`src/rtl/cobra_pkg.sv`:
```
// Shared types for the video RAM arbiter: read FSM states and per-cycle grant codes.
package cobra_pkg;

  typedef enum logic [1:0] {
    ARB_IDLE,
    ARB_RD,
    ARB_ACK
  } arb_state_t;

  typedef enum logic [2:0] {
    GNT_NONE,
    GNT_VID,
    GNT_WB,
    GNT_CPURD,
    GNT_CPU_FORCED
  } grant_t;

  // True for any grant that gives the RAM slot to the CPU side.
  function automatic logic is_cpu_grant(grant_t g);
    return (g == GNT_WB) || (g == GNT_CPURD) || (g == GNT_CPU_FORCED);
  endfunction

endpackage

```
`src/rtl/wbuf_fifo.sv`:
```
// Posted-write FIFO; pointers carry one extra wrap bit so full and empty are distinct.
module wbuf_fifo #(
  parameter int unsigned WIDTH = 19,
  parameter int unsigned DEPTH = 4
) (
  input  logic             clk,
  input  logic             rst,
  input  logic             push,
  input  logic [WIDTH-1:0] push_data,
  input  logic             pop,
  output logic [WIDTH-1:0] head,
  output logic             full,
  output logic             empty
);

  localparam int unsigned PW = $clog2(DEPTH);

  logic [WIDTH-1:0] mem [DEPTH];
  logic [PW:0]      wr_ptr;
  logic [PW:0]      rd_ptr;
  logic             do_push;
  logic             do_pop;

  assign empty   = (wr_ptr == rd_ptr);
  assign full    = (wr_ptr[PW] != rd_ptr[PW]) && (wr_ptr[PW-1:0] == rd_ptr[PW-1:0]);
  assign do_push = push & ~full;
  assign do_pop  = pop & ~empty;
  assign head    = mem[rd_ptr[PW-1:0]];

  always_ff @(posedge clk) begin
    if (rst) begin
      wr_ptr <= '0;
      rd_ptr <= '0;
    end else begin
      if (do_push) wr_ptr <= wr_ptr + (PW+1)'(1);
      if (do_pop)  rd_ptr <= rd_ptr + (PW+1)'(1);
    end
  end

  always_ff @(posedge clk) begin
    if (do_push) mem[wr_ptr[PW-1:0]] <= push_data;
  end

endmodule

```
`src/rtl/vram_arbiter.sv`:
```
// Shares one synchronous VRAM port between video fetch and a CPU served through
// a posted-write buffer, a read FSM and a starvation-bounded forced slot.
module vram_arbiter
  import cobra_pkg::*;
#(
  parameter int unsigned ADDR_W     = 11,
  parameter int unsigned DATA_W     = 8,
  parameter int unsigned WBUF_DEPTH = 4,
  parameter int unsigned RD_LAT     = 1,
  parameter int unsigned STARVE_LIM = 8
) (
  input  logic              clk,
  input  logic              rst,
  input  logic              cpu_req,
  input  logic              cpu_we,
  input  logic [ADDR_W-1:0] cpu_a,
  input  logic [DATA_W-1:0] cpu_d,
  output logic [DATA_W-1:0] cpu_q,
  output logic              cpu_ack,
  output logic              cpu_wait_n,
  input  logic              vid_req,
  input  logic [ADDR_W-1:0] vid_a,
  output logic [DATA_W-1:0] vid_q,
  output logic              vid_valid,
  output logic              vid_miss,
  output logic [ADDR_W-1:0] ram_a,
  output logic [DATA_W-1:0] ram_d,
  output logic              ram_we,
  input  logic [DATA_W-1:0] ram_q,
  output logic              wbuf_empty
);

  localparam int unsigned ENT_W = ADDR_W + DATA_W;
  localparam int unsigned SC_W  = $clog2(STARVE_LIM + 1);

  arb_state_t        state;
  grant_t            grant;
  logic [SC_W-1:0]   starve;
  logic [1:0]        rd_cnt;
  logic [RD_LAT-1:0] vid_pipe;

  logic              wb_full;
  logic              wb_empty;
  logic [ENT_W-1:0]  wb_head;
  logic              wb_pop;
  logic              rd_pend;
  logic              rd_issue;
  logic              wr_accept;
  logic              cpu_pend;
  logic              starved;

  // A read only counts as pending while the FSM is idle and not acking.
  assign rd_pend   = cpu_req & ~cpu_we & ~cpu_ack & (state == ARB_IDLE);
  assign wr_accept = cpu_req & cpu_we & ~cpu_ack & ~wb_full & (state == ARB_IDLE);
  assign cpu_pend  = ~wb_empty | rd_pend;
  assign starved   = (starve == SC_W'(STARVE_LIM));

  always_comb begin
    grant = GNT_NONE;
    if (rst) begin
      grant = GNT_NONE;
    end else if (cpu_pend && starved) begin
      grant = GNT_CPU_FORCED;
    end else if (vid_req) begin
      grant = GNT_VID;
    end else if (!wb_empty) begin
      grant = GNT_WB;
    end else if (rd_pend) begin
      grant = GNT_CPURD;
    end
  end

  // Forced slots drain the buffer first so reads never pass older writes.
  assign wb_pop   = (grant == GNT_WB) || ((grant == GNT_CPU_FORCED) && !wb_empty);
  assign rd_issue = (grant == GNT_CPURD) || ((grant == GNT_CPU_FORCED) && wb_empty);

  always_comb begin
    ram_a  = vid_a;
    ram_d  = wb_head[DATA_W-1:0];
    ram_we = 1'b0;
    if (wb_pop) begin
      ram_a  = wb_head[ENT_W-1:DATA_W];
      ram_we = 1'b1;
    end else if (rd_issue) begin
      ram_a = cpu_a;
    end
  end

  assign cpu_wait_n = ~(cpu_req & ~cpu_ack);
  assign vid_q      = ram_q;
  assign vid_valid  = vid_pipe[RD_LAT-1];
  assign wbuf_empty = wb_empty;

  wbuf_fifo #(
    .WIDTH (ENT_W),
    .DEPTH (WBUF_DEPTH)
  ) u_wbuf (
    .clk       (clk),
    .rst       (rst),
    .push      (wr_accept),
    .push_data ({cpu_a, cpu_d}),
    .pop       (wb_pop),
    .head      (wb_head),
    .full      (wb_full),
    .empty     (wb_empty)
  );

  always_ff @(posedge clk) begin
    if (rst) begin
      starve <= '0;
    end else if (!cpu_pend || is_cpu_grant(grant)) begin
      starve <= '0;
    end else if ((grant == GNT_VID) && !starved) begin
      starve <= starve + SC_W'(1);
    end
  end

  always_ff @(posedge clk) begin
    if (rst) begin
      state   <= ARB_IDLE;
      rd_cnt  <= '0;
      cpu_ack <= 1'b0;
      cpu_q   <= '0;
    end else begin
      cpu_ack <= 1'b0;
      unique case (state)
        ARB_IDLE: begin
          if (wr_accept) cpu_ack <= 1'b1;
          if (rd_issue) begin
            state  <= ARB_RD;
            rd_cnt <= '0;
          end
        end
        ARB_RD: begin
          if (rd_cnt == 2'(RD_LAT - 1)) begin
            cpu_q   <= ram_q;
            cpu_ack <= 1'b1;
            state   <= ARB_ACK;
          end else begin
            rd_cnt <= rd_cnt + 2'd1;
          end
        end
        ARB_ACK: state <= ARB_IDLE;
        default: state <= ARB_IDLE;
      endcase
    end
  end

  always_ff @(posedge clk) begin
    if (rst) begin
      vid_pipe <= '0;
      vid_miss <= 1'b0;
    end else begin
      vid_pipe[0] <= (grant == GNT_VID);
      for (int i = 1; i < RD_LAT; i++) vid_pipe[i] <= vid_pipe[i-1];
      vid_miss <= vid_req & (grant == GNT_CPU_FORCED);
    end
  end

endmodule

```
`config.mk`:
```
export PLATFORM = sky130hd
export DESIGN_NAME = vram_arbiter
export DESIGN_NICKNAME = d
export VERILOG_FILES = /design/src/rtl/cobra_pkg.sv /design/src/rtl/wbuf_fifo.sv /design/src/rtl/vram_arbiter.sv
export SDC_FILE = /design/constraint.sdc
export NUM_CORES = 1
export LEC_CHECK = 0
export BUFFER_PORTS_ARGS = -buffer_cell sky130_fd_sc_hd__buf_2
export CORE_MARGIN = 2
export CORE_UTILIZATION = 40
export DETAILED_ROUTE_END_ITERATION = 12
export PLACE_DENSITY = 0.65
export SLEW_MARGIN = 0
export SYNTH_ARGS = -nofsm -noshare
export SYNTH_HDL_FRONTEND = slang
export SYNTH_SLANG_ARGS = --single-unit
export TNS_END_PERCENT = 30
```
`constraint.sdc`:
```
create_clock -name clk -period 6.07 [get_ports clk]
set_input_delay 1.214 -clock clk [delete_from_list [all_inputs] [get_ports clk]]
set_output_delay 1.214 -clock clk [all_outputs]
set_load 0.005 [all_outputs]
```
### After elaboration in Yosys (flattened, before gate mapping)

Memory sizes are Yosys's and may differ from the RTL's. A register that Yosys moved wholly into a read port is not among the register bits.
Cells that the tools add are included.
W data, S select, Z words.

| storage, ports and cells | value |
|---|---|
| flip-flop bits (word level) | 25 |
| bits in writable memories | 76 |
| input port bits | 43 |
| output and inout port bits | 41 |
| memories | 1 |

Memory list:

| name | words | width | rd ports | clocked after memory_dff | wr ports | line | text |
|---|---|---|---|---|---|---|---|
| u_wbuf.mem | 4 | 19 | 1 | 1 | 1 | wbuf_fifo.sv:18 | `logic [WIDTH-1:0] mem [DEPTH];` |

| cells by class | value |
|---|---|
| $add $sub $neg | 4 |
| eq/ne operators | 12 |
| muxes and demuxes | 21 |
| bitwise operators | 17 |
| reduce and logical (&&, ||, !) cells | 20 |

Operators by type and width:

| operator | number |
|---|---|
| $mux W11 | 2 |
| $mux W2 | 9 |
| $and A1 B1 Y1 | 11 |
| $pmux W2 S2 | 2 |
| $add A3 B1 Y3 const B | 2 |
| $eq A3 B2 Y1 const B | 2 |
| $mux W3 | 2 |
| $ne A2 B2 Y1 const B | 3 |
| $logic_and A1 B1 Y1 | 5 |
| $logic_or A1 B1 Y1 | 5 |
| $mux W1 | 5 |
| $not A1 Y1 | 5 |
| $add A4 B1 Y4 const B | 1 |
| $eq A4 B4 Y1 const B | 1 |
| $logic_not A2 Y1 | 2 |
| $reduce_and A2 Y1 | 2 |
| $eq A3 B1 Y1 const B | 1 |
| $eq A3 B3 Y1 | 1 |
| $eq A3 B3 Y1 const B | 1 |
| $logic_not A1 Y1 | 3 |
| $reduce_and A3 Y1 | 1 |
| $add A2 B1 Y2 const B | 1 |
| $eq A2 B1 Y1 const B | 1 |
| $eq A2 B2 Y1 | 1 |
| 5 further kinds | 5 |

### Depth between registers and ports, before layout

Gate-level depths: netlist of the first run.

| logic depth | value |
|---|---|
| depth after elaboration | 15 |
| depth in mapped cells | 7 |
| gate-level depth less buffers | 6 |

### By module

From an unflattened synthesis of the first run, not the netlist that was laid out.

| second synthesis, totals | value |
|---|---|
| cells, all modules | 281 |
| area total of the unflattened synthesis | 4381.7 um2 |

Modules (own cells, without submodules):

| module | instances | cells each | area each (um2) | sequential area each (um2) |
|---|---|---|---|---|
| wbuf_fifo | 1 | 167 | 3313.2 | 2442.3 |
| vram_arbiter | 1 | 114 | 1068.5 | 380.4 |

### Least setup slack after synthesis of the first run

Ideal clock, no wire load.

| timing | value |
|---|---|
| path kind | input-to-output |
| start point | input port cpu_req |
| end point | output port ram_a[3] |
| arrival time | 2424 ps |
| setup slack | 2432 ps |
| cell stages on the path | 6 |
| buffers on the path | 2 |
| path through | or4b_1 -> clkbuf_2 -> clkbuf_1 -> nor3b_1 -> mux2i_1 -> o2bb2ai_1 |

| between the ends | value |
|---|---|
| cells in the longest elaborated chain, start to end | 13 |
| elaborated cells on any way between the ends | 19 |
| those cells by class | eq/ne (3); mux (7); bitwise (4); reduce/logical (5) |

RTL lines:

| element | line | text |
|---|---|---|
| start: declaration | vram_arbiter.sv:14 | `input logic cpu_req,` |
| $and A1 B1 Y1 * (3 in series) | vram_arbiter.sv:53 | `assign rd_pend = cpu_req & ~cpu_we & ~cpu_ack & (state == ARB_IDLE);` |
| $mux W2 | vram_arbiter.sv:68 | `end else if (rd_pend) begin` |
| $mux W2 | vram_arbiter.sv:66 | `end else if (!wb_empty) begin` |
| $mux W2 | vram_arbiter.sv:64 | `end else if (vid_req) begin` |
| $mux W3 * | vram_arbiter.sv:62 | `end else if (cpu_pend && starved) begin` |
| $mux W3 * | vram_arbiter.sv:60 | `if (rst) begin` |
| $eq A3 B3 Y1 | vram_arbiter.sv:74, vram_arbiter.sv:75 |  |
| $logic_and A1 B1 Y1 | vram_arbiter.sv:75 | `assign rd_issue = (grant == GNT_CPURD) \|\| ((grant == GNT_CPU_FORCED) && wb_empty);` |
| $logic_or A1 B1 Y1 | vram_arbiter.sv:75 |  |
| $mux W11 | vram_arbiter.sv:84 | `end else if (rd_issue) begin` |
| $mux W11 * | vram_arbiter.sv:81 | `if (wb_pop) begin` |
| end: declaration | vram_arbiter.sv:26 | `output logic [ADDR_W-1:0] ram_a,` |

Mark *: on every way between the ends. The rest lies on a longest branch, timed or not.

### Final worst setup path of the first run

| timing | value |
|---|---|
| start point | input port cpu_req |
| end point | output port ram_a[8] |

Same word-level chain as after synthesis.

==> results of run 1 <==
layer usage:
| layer | wire length, um | vias to the layer above | part of all wire | global-route usage |
|---|---|---|---|---|
| met5 | 13 | - | 0.0016 | 0 |
| met4 | 99 | 2 | 0.012 | 0.0412 |
| met3 | 412 | 12 | 0.052 | 0.0285 |
| met2 | 3770 | 80 | 0.47 | 0.237 |
| met1 | 3680 | 1219 | 0.46 | 0.193 |
| li1 | - | 1170 | - | - |
worst reg2reg max path, cell delays in order (launching register included):
cell	delay, ns
sky130_fd_sc_hd__dfxtp_1	0.33
sky130_fd_sc_hd__or4b_1	0.83
sky130_fd_sc_hd__a311oi_4	0.57
sky130_fd_sc_hd__and2_1	0.91
flip-flops by register name (all words and copies together), names as in the netlist, 2 cells and up, named ones only:
signal         cells
rd_cnt             2
cpu_q              8
u_wbuf.wr_ptr      3
u_wbuf.mem        76
state              2
u_wbuf.rd_ptr      3
starve             4
logic make-up (layout without fill, tap and decap cells):
kind of cell,count (synthesis),after routing
DFF,103,103
and+or+nand+nor,54,54
muxes,40,40
buffers and inverters,32,111
AOI/OAI and AO/OA,26,26
adders and majority gates,8,8
xor gates and xnor gates,7,7
where the power goes:
part	total, mW	switching, mW	internal [mW]
Combinational	0.128	0.0688	0.0594
Clock	0.395	0.241	0.154
Sequential	0.777	0.00653	0.770
Total	1.30	0.316	0.983
cells in the mapped netlist (2+ instances only):
cell	instances	area, sq um
sky130_fd_sc_hd__xor2_1	2	17.5
sky130_fd_sc_hd__o21ai_0	3	15.0
sky130_fd_sc_hd__inv_1	10	37.5
sky130_fd_sc_hd__edfxtp_1	76	2280
sky130_fd_sc_hd__nand2_1	4	15.0
sky130_fd_sc_hd__nand3_1	5	25.0
sky130_fd_sc_hd__o2bb2ai_1	11	96.3
sky130_fd_sc_hd__ha_1	8	100
sky130_fd_sc_hd__xnor2_1	5	43.8
sky130_fd_sc_hd__mux4_2	19	428
sky130_fd_sc_hd__buf_2	4	20.0
sky130_fd_sc_hd__nor2_1	20	75.1
sky130_fd_sc_hd__and2_1	4	25.0
sky130_fd_sc_hd__a21oi_1	6	30.0
sky130_fd_sc_hd__clkbuf_1	7	26.3
sky130_fd_sc_hd__mux2i_1	21	210
sky130_fd_sc_hd__nand3b_1	2	15.0
sky130_fd_sc_hd__buf_4	8	60.1
sky130_fd_sc_hd__dfxtp_1	27	541
sky130_fd_sc_hd__nor3b_1	13	97.6
how the worst min path moves through the flow:
stage,slack [ns],depth (start not counted),endpoint,start
after detailed placement,0.46,1,starve[0],starve[0]
after global placement,0.45,1,starve[0],starve[0]
after floorplan,0.43,1,starve[0],starve[0]
after CTS,0.48,1,starve[0],starve[0]
after global routing,0.52,1,starve[0],starve[0]
final,0.47,1,starve[0],starve[0]
metrics by stage:
step | std cells | utilization | total power, mW
floorplan | 270 | - | 0.872
global placement | 469 | 0.459 | 0.920
detailed placement | 469 | 0.459 | 0.922
CTS | 485 | 0.476 | 1.31
global route | 485 | 0.476 | 1.35
finish | 485 | 0.476 | 1.30
final cells by class:
| cell class | instances | area [sq um] |
|---|---|---|
| clock inverter | 7 | 53.8 |
| inverter | 11 | 41.3 |
| tap | 136 | 170 |
| fill | 966 | 5430 |
| multi-input combinational | 135 | 1300 |
| sequential | 103 | 2820 |
| timing repair buffer | 84 | 423 |
| clock buffer | 9 | 124 |
==> metrics.log, run 1 <==
[metrics] number of cells upsized or downsized after cts: 0
[metrics] area share of xor/xnor cells in the synthesized design: 0.0143
[metrics] full die area: roughly 12,000 sq um
[metrics] post-synthesis net count: ~320
[metrics] launch point of the worst reg-to-reg path: state[1]
[metrics] via count of the first global-routing pass: between 2,000 and 3,000
[metrics] type of the setup path with the least slack: in -> out
[metrics] TritonCTS clock tree: yes
[metrics] final worst path period need: between 4 and 5 ns
[metrics] most common cell after layout, fill and taps aside: sky130_fd_sc_hd__buf_2
[metrics] Port-buffer cells: between 80 and 90
[metrics] final setup fails: 0
[metrics] total detailed-routing wirelength: approximately 8.0 mm
[metrics] GRT Overall Usage: 0.143
[metrics] crit end category: primary output
[metrics] total number of yosys warnings: 0
[metrics] post-synthesis sequential area ratio: 0.659
[metrics] commonest cells after routing, fill and taps aside: sky130_fd_sc_hd__buf_2, sky130_fd_sc_hd__edfxtp_1, sky130_fd_sc_hd__dfxtp_1
[metrics] Post-CTS Setup Inserts: 0
[metrics] kind of cell adding the most delay to the critical path: simple AND/OR/NAND/NOR gates
[metrics] run status: complete, no violations
[metrics] average cell area after synthesis: 15.9 sq um
[metrics] arithmetic-cell share of the synthesized area counting full adders, half adders and majority gates: 0.0234
[metrics] total number of vias: between 2,000 and 2,500
[metrics] worst vdd ir: about 100 uV
[metrics] source-to-sink clock delay at the later pin of the worst-skew pair: 0.36 ns
[metrics] number of antenna violations at the first check in global routing: 1
[metrics] unrepaired setup endpoints after global routing: false
[metrics] largest family of logic cells by synthesized area: multiplexers
[metrics] H-tree level count: 3
[metrics] logic depth of the worst register-to-register path: 3
[metrics] wire length of the first global-routing pass: around 13 mm
[metrics] proportion of layout cells with a drive suffix above 1: 0.344
[metrics] highest net fanout along the worst path: 14
[metrics] Levels on crit path: 6
[metrics] Worst Clk Skew: slightly above 0.01 ns
[metrics] register clock-pin slew on the reported worst setup and hold paths: 0.10 ns
[metrics] gate count after technology mapping: 270
[metrics] Core ar.: about 10,000 sq um
[metrics] #FFs+latches synth: 103
[metrics] setup TNS after final layout: 0 ns
[metrics] number of antenna diodes: 0
[metrics] crit path cell chain: buf_2, or4b_1, o2111ai_1, nand2_1, o2bb2ai_1, buf_2
[metrics] CP bufs+invs: 2
[metrics] biggest cell delay along the critical path: ~0.74 ns
[metrics] routed vias/inst: ~5.1
[metrics] x dimension of the die: ~110 um
[metrics] instance area at placement: about 4800 sq um
[metrics] weighted congestion reported at the end of routability-driven placement: 0.739
[metrics] number of flops mapped to enable cells by yosys: 76
[metrics] slowest CP cell: sky130_fd_sc_hd__or4b_1
[metrics] fraction of synthesized area in multiplexers: 0.149
[metrics] maximum clock frequency: roughly 230 MHz
[metrics] worst slack at placement: 1.66 ns
[metrics] number of unique standard cell types used by synthesis: 35
[metrics] cell area after layout: roughly 5000 sq um
[metrics] nature of the critical path startpoint: input pin
[metrics] pin count of the biggest net entering global routing: 24
[metrics] leakage component of the power: approximately 1.9 nW
[metrics] end point of the critical path: ram_a[8]
[metrics] Root Driver: sky130_fd_sc_hd__clkbuf_8
[metrics] power density relative to cell area: approximately 260 nW/um^2
[metrics] CTS Hold Bufs: 0
[metrics] total CTS buffers: 9
[metrics] final setup margin: 1.66 ns
[metrics] number of hold violations in the final report: 0
[metrics] arrival time of the worst setup path: between 3 and 4 ns
[metrics] async set-or-reset flop fraction in the synthesized netlist: 0
[metrics] TritonCTS sink count: roughly 100
[metrics] max-slew violation total from the final report: 0
[metrics] initial core utilization: 0.413
[metrics] Post-Synth Simple-Gate Area: 0.0687
[metrics] Reg2Reg Capture Point: u_wbuf.mem[3][0]
[metrics] DRC violation count after routing: 0
[metrics] violation count after the first detailed-routing iteration: 113
[metrics] Cell Rows: 37
[metrics] net total in the final layout: around 400
[metrics] worst reg2reg setup slack: 3.05 ns
[metrics] start point of the critical path: cpu_req
[metrics] Worst Tran Pin Value: ~1.1 ns
[metrics] number of max-cap violations: 0
[metrics] synthesis-to-finish area growth: 15.3%
[metrics] IO Count: 84
[metrics] post-synthesis cell area: roughly 4300 sq um
[metrics] share of the synthesized area in compound gates (AO/OA/AOI/OAI): 0.0491
[metrics] final global-route overflow total: 0
[metrics] slew margin rel.: 0.292
[metrics] Pre-antenna DRT Iters: 5
[metrics] final hold slack: around 0.47 ns
[metrics] post-detail-place hpwl: between 5 and 6 mm
[metrics] ratio of final minimum period to clock period: 0.727
[metrics] number of routed nets with antenna violations: 0
[metrics] class of the most critical hold timing path: reg -> reg
[metrics] required time at the worst-slack endpoint: approximately 4.9 ns
[metrics] maximum root-to-sink buffer count: 2
[metrics] most common flop cell mapped by yosys: sky130_fd_sc_hd__edfxtp_1
[metrics] Chip Height: approximately 110 um
[metrics] most frequent cell on the critical path: sky130_fd_sc_hd__buf_2
[metrics] WL per Instance: roughly 16 um
No activity file was read; power rests on OpenSTA's default activity.
==> run 2, diff against run 1 <==
--- a/config.mk
+++ b/config.mk
@@ -9,7 +9,7 @@
 export CORE_MARGIN = 2
 export CORE_UTILIZATION = 40
 export DETAILED_ROUTE_END_ITERATION = 12
-export PLACE_DENSITY = 0.65
+export PLACE_DENSITY = 0.67
 export SLEW_MARGIN = 0
 export SYNTH_ARGS = -nofsm -noshare
 export SYNTH_HDL_FRONTEND = slang
==> constraint.sdc (replaced) <==
create_clock -name clk -period 3.6 [get_ports clk]
set_input_delay 0.72 -clock clk [delete_from_list [all_inputs] [get_ports clk]]
set_output_delay 0.72 -clock clk [all_outputs]
set_load 0.005 [all_outputs]
==> metrics.log, run 2 (synthesis results as in run 1) <==
[metrics] fill count: around 910
[metrics] routed vias/inst: 5.10
[metrics] number of hold violations in the final report: 0
[metrics] slowest CP cell: sky130_fd_sc_hd__or4b_1
[metrics] crit end category: primary output
[metrics] final global-route overflow total: 0
[metrics] total number of vias: around 2,500
[metrics] total CTS buffers: 9
[metrics] ratio of final minimum period to clock period: 0.841
[metrics] worst reg2reg setup slack: around 1.1 ns
[metrics] post-detail-place hpwl: between 5 and 6 mm
[metrics] hold path endpoint: starve[0]
[metrics] sequential standard cell area: around 2800 sq um
[metrics] proportion of layout cells with a drive suffix above 1: 0.358
[metrics] maximum clock frequency: ~330 MHz
[metrics] net total in the final layout: 404
[metrics] wire length of the first global-routing pass: between 10 and 15 mm
[metrics] Root Driver: sky130_fd_sc_hd__clkbuf_8
[metrics] leakage component of the power: 1.94 nW
[metrics] most frequent cell on the critical path: sky130_fd_sc_hd__buf_2
[metrics] crit path cell chain: buf_2, or4b_1, o2111ai_1, nand2_1, o2bb2ai_1, buf_2
[metrics] Chip Height: ~110 um
[metrics] slew margin rel.: 0.607
[metrics] Core ar.: between 10,000 and 15,000 sq um
[metrics] Port-buffer cells: 83
[metrics] Hold Crit Start: starve[0]
[metrics] number of routed nets with antenna violations: 0
[metrics] total detailed-routing wirelength: approximately 8 mm
[metrics] max-slew violation total from the final report: 0
[metrics] biggest cell delay along the critical path: approximately 0.47 ns
[metrics] via count of the first global-routing pass: 2,582
[metrics] logic depth of the worst register-to-register path: 6
[metrics] TritonCTS clock tree: yes
[metrics] final worst path period need: 3.03 ns
[metrics] nature of the critical path startpoint: input pin
[metrics] number of max-cap violations: 0
[metrics] type of the setup path with the least slack: in -> out
[metrics] run status: complete, no violations
[metrics] GRT Overall Usage: 0.148
[metrics] count of cells along the worst hold path: 1
[metrics] Pre-antenna DRT Iters: 4
[metrics] most common cell after layout, fill and taps aside: sky130_fd_sc_hd__buf_2
[metrics] initial core utilization: 0.413
[metrics] number of antenna violations at the first check in global routing: 0
[metrics] synthesis-to-finish area growth: 17.6%
[metrics] maximum root-to-sink buffer count: 2
[metrics] setup TNS after final layout: 0 ns
[metrics] worst vdd ir: 163 uV
[metrics] DRC violation count after routing: 0
[metrics] Post-CTS Setup Inserts: 0
[metrics] Util after Layout: 0.486
[metrics] H-tree level count: 3
[metrics] pin count of the biggest net entering global routing: 23
[metrics] CP bufs+invs: 2
[metrics] IO Count: 84
[metrics] highest net fanout along the worst path: 11
[metrics] number of cells upsized or downsized after cts: 0
[metrics] power density relative to cell area: roughly 450 nW/um^2
[metrics] Worst Tran Pin Value: around 0.59 ns
[metrics] commonest cells after routing, fill and taps aside: sky130_fd_sc_hd__buf_2, sky130_fd_sc_hd__edfxtp_1, sky130_fd_sc_hd__dfxtp_1
[metrics] kind of cell adding the most delay to the critical path: simple AND/OR/NAND/NOR gates
[metrics] Reg2Reg Capture Point: u_wbuf.mem[2][9]
[metrics] full die area: between 10,000 and 15,000 sq um
[metrics] Worst Clk Skew: around 0.0074 ns
[metrics] WL per Instance: ~16 um
[metrics] arrival time of the worst setup path: 2.31 ns
[metrics] Cell Rows: 37
[metrics] unrepaired setup endpoints after global routing: false
[metrics] class of the most critical hold timing path: reg -> reg
[metrics] final setup fails: 0
[metrics] required time at the worst-slack endpoint: around 2.9 ns
[metrics] register clock-pin slew on the reported worst setup and hold paths: approximately 0.09 ns
[metrics] violation count after the first detailed-routing iteration: between 100 and 150
[metrics] area of the multi-input gates: between 1000 and 1500 sq um
[metrics] launch point of the worst reg-to-reg path: state[1]
[metrics] source-to-sink clock delay at the later pin of the worst-skew pair: about 0.36 ns
[metrics] CTS Hold Bufs: 0
[metrics] flip-flop count of the largest register, all copies and words added: 76
[metrics] TritonCTS sink count: approximately 100
[metrics] weighted congestion reported at the end of routability-driven placement: about 0.73
[metrics] x dimension of the die: 107 um
==> run 2: stage by stage <==
step | instances | instance area [sq um] | setup WS (ns) | hold slack (ns) | total power [mW]
4_1_cts | 494 | 5030 | 0.592 | 0.477 | 2.28
3_3_place_gp | 478 | 4830 | 0.629 | 0.445 | 1.56
2_1_floorplan | 270 | 4280 | 0.950 | 0.430 | 1.47
3_5_place_dp | 478 | 4830 | 0.591 | 0.454 | 1.56
6_report | 495 | 5040 | 0.573 | 0.468 | 2.24
5_1_grt | 494 | 5030 | 0.422 | 0.496 | 2.35
==> run 2: per-layer routing <==
layer | vias to the layer above | share of wire | global-route usage
li1 | 1186 | - | -
met1 | 1235 | 0.44 | 0.187
met2 | 93 | 0.47 | 0.250
met3 | 12 | 0.076 | 0.0460
met4 | 0 | 0.0099 | 0.0357
met5 | - | 0 | 0
==> run 2: worst max path at each step <==
stage | startpoint | end | slack (ns) | cells past startpoint
after floorplan | cpu_req | ram_a[3] | 0.95 | 6
after global placement | cpu_req | ram_a[0] | 0.63 | 6
after detailed placement | cpu_req | ram_a[10] | 0.59 | 6
after CTS | cpu_req | ram_a[10] | 0.59 | 6
after global routing | u_wbuf.wr_ptr[0] | ram_a[10] | 0.42 | 6
final | cpu_req | ram_a[10] | 0.57 | 6
==> run 2: cell type report <==
cell class / count / share of cell area
repair buffers: 93 / 0.0974
diodes: 1 / 0.000497
clock buffers: 14 / 0.0385
multi-input cells: 135 / 0.259
well taps: 136 / 0.0338
clock inverters: 2 / 0.00248
inverters: 11 / 0.00820
flip-flops and latches: 103 / 0.560
==> run 2: worst reg2reg max path: stages, from the launching register on <==
cell and delay, ns:
sky130_fd_sc_hd__dfxtp_1 0.33, sky130_fd_sc_hd__or4b_1 0.55, sky130_fd_sc_hd__buf_4 0.23, sky130_fd_sc_hd__a311oi_4 0.26, sky130_fd_sc_hd__buf_4 0.19, sky130_fd_sc_hd__and2_1 0.31
sky130_fd_sc_hd__buf_4 0.29
==> run 2: where the power goes <==
group / switching [mW] / leakage [nW] / internal [mW]
Combinational: 0.118 / 0.918 / 0.105
Clock: 0.362 / 0.109 / 0.350
Sequential: 0.00990 / 0.908 / 1.30
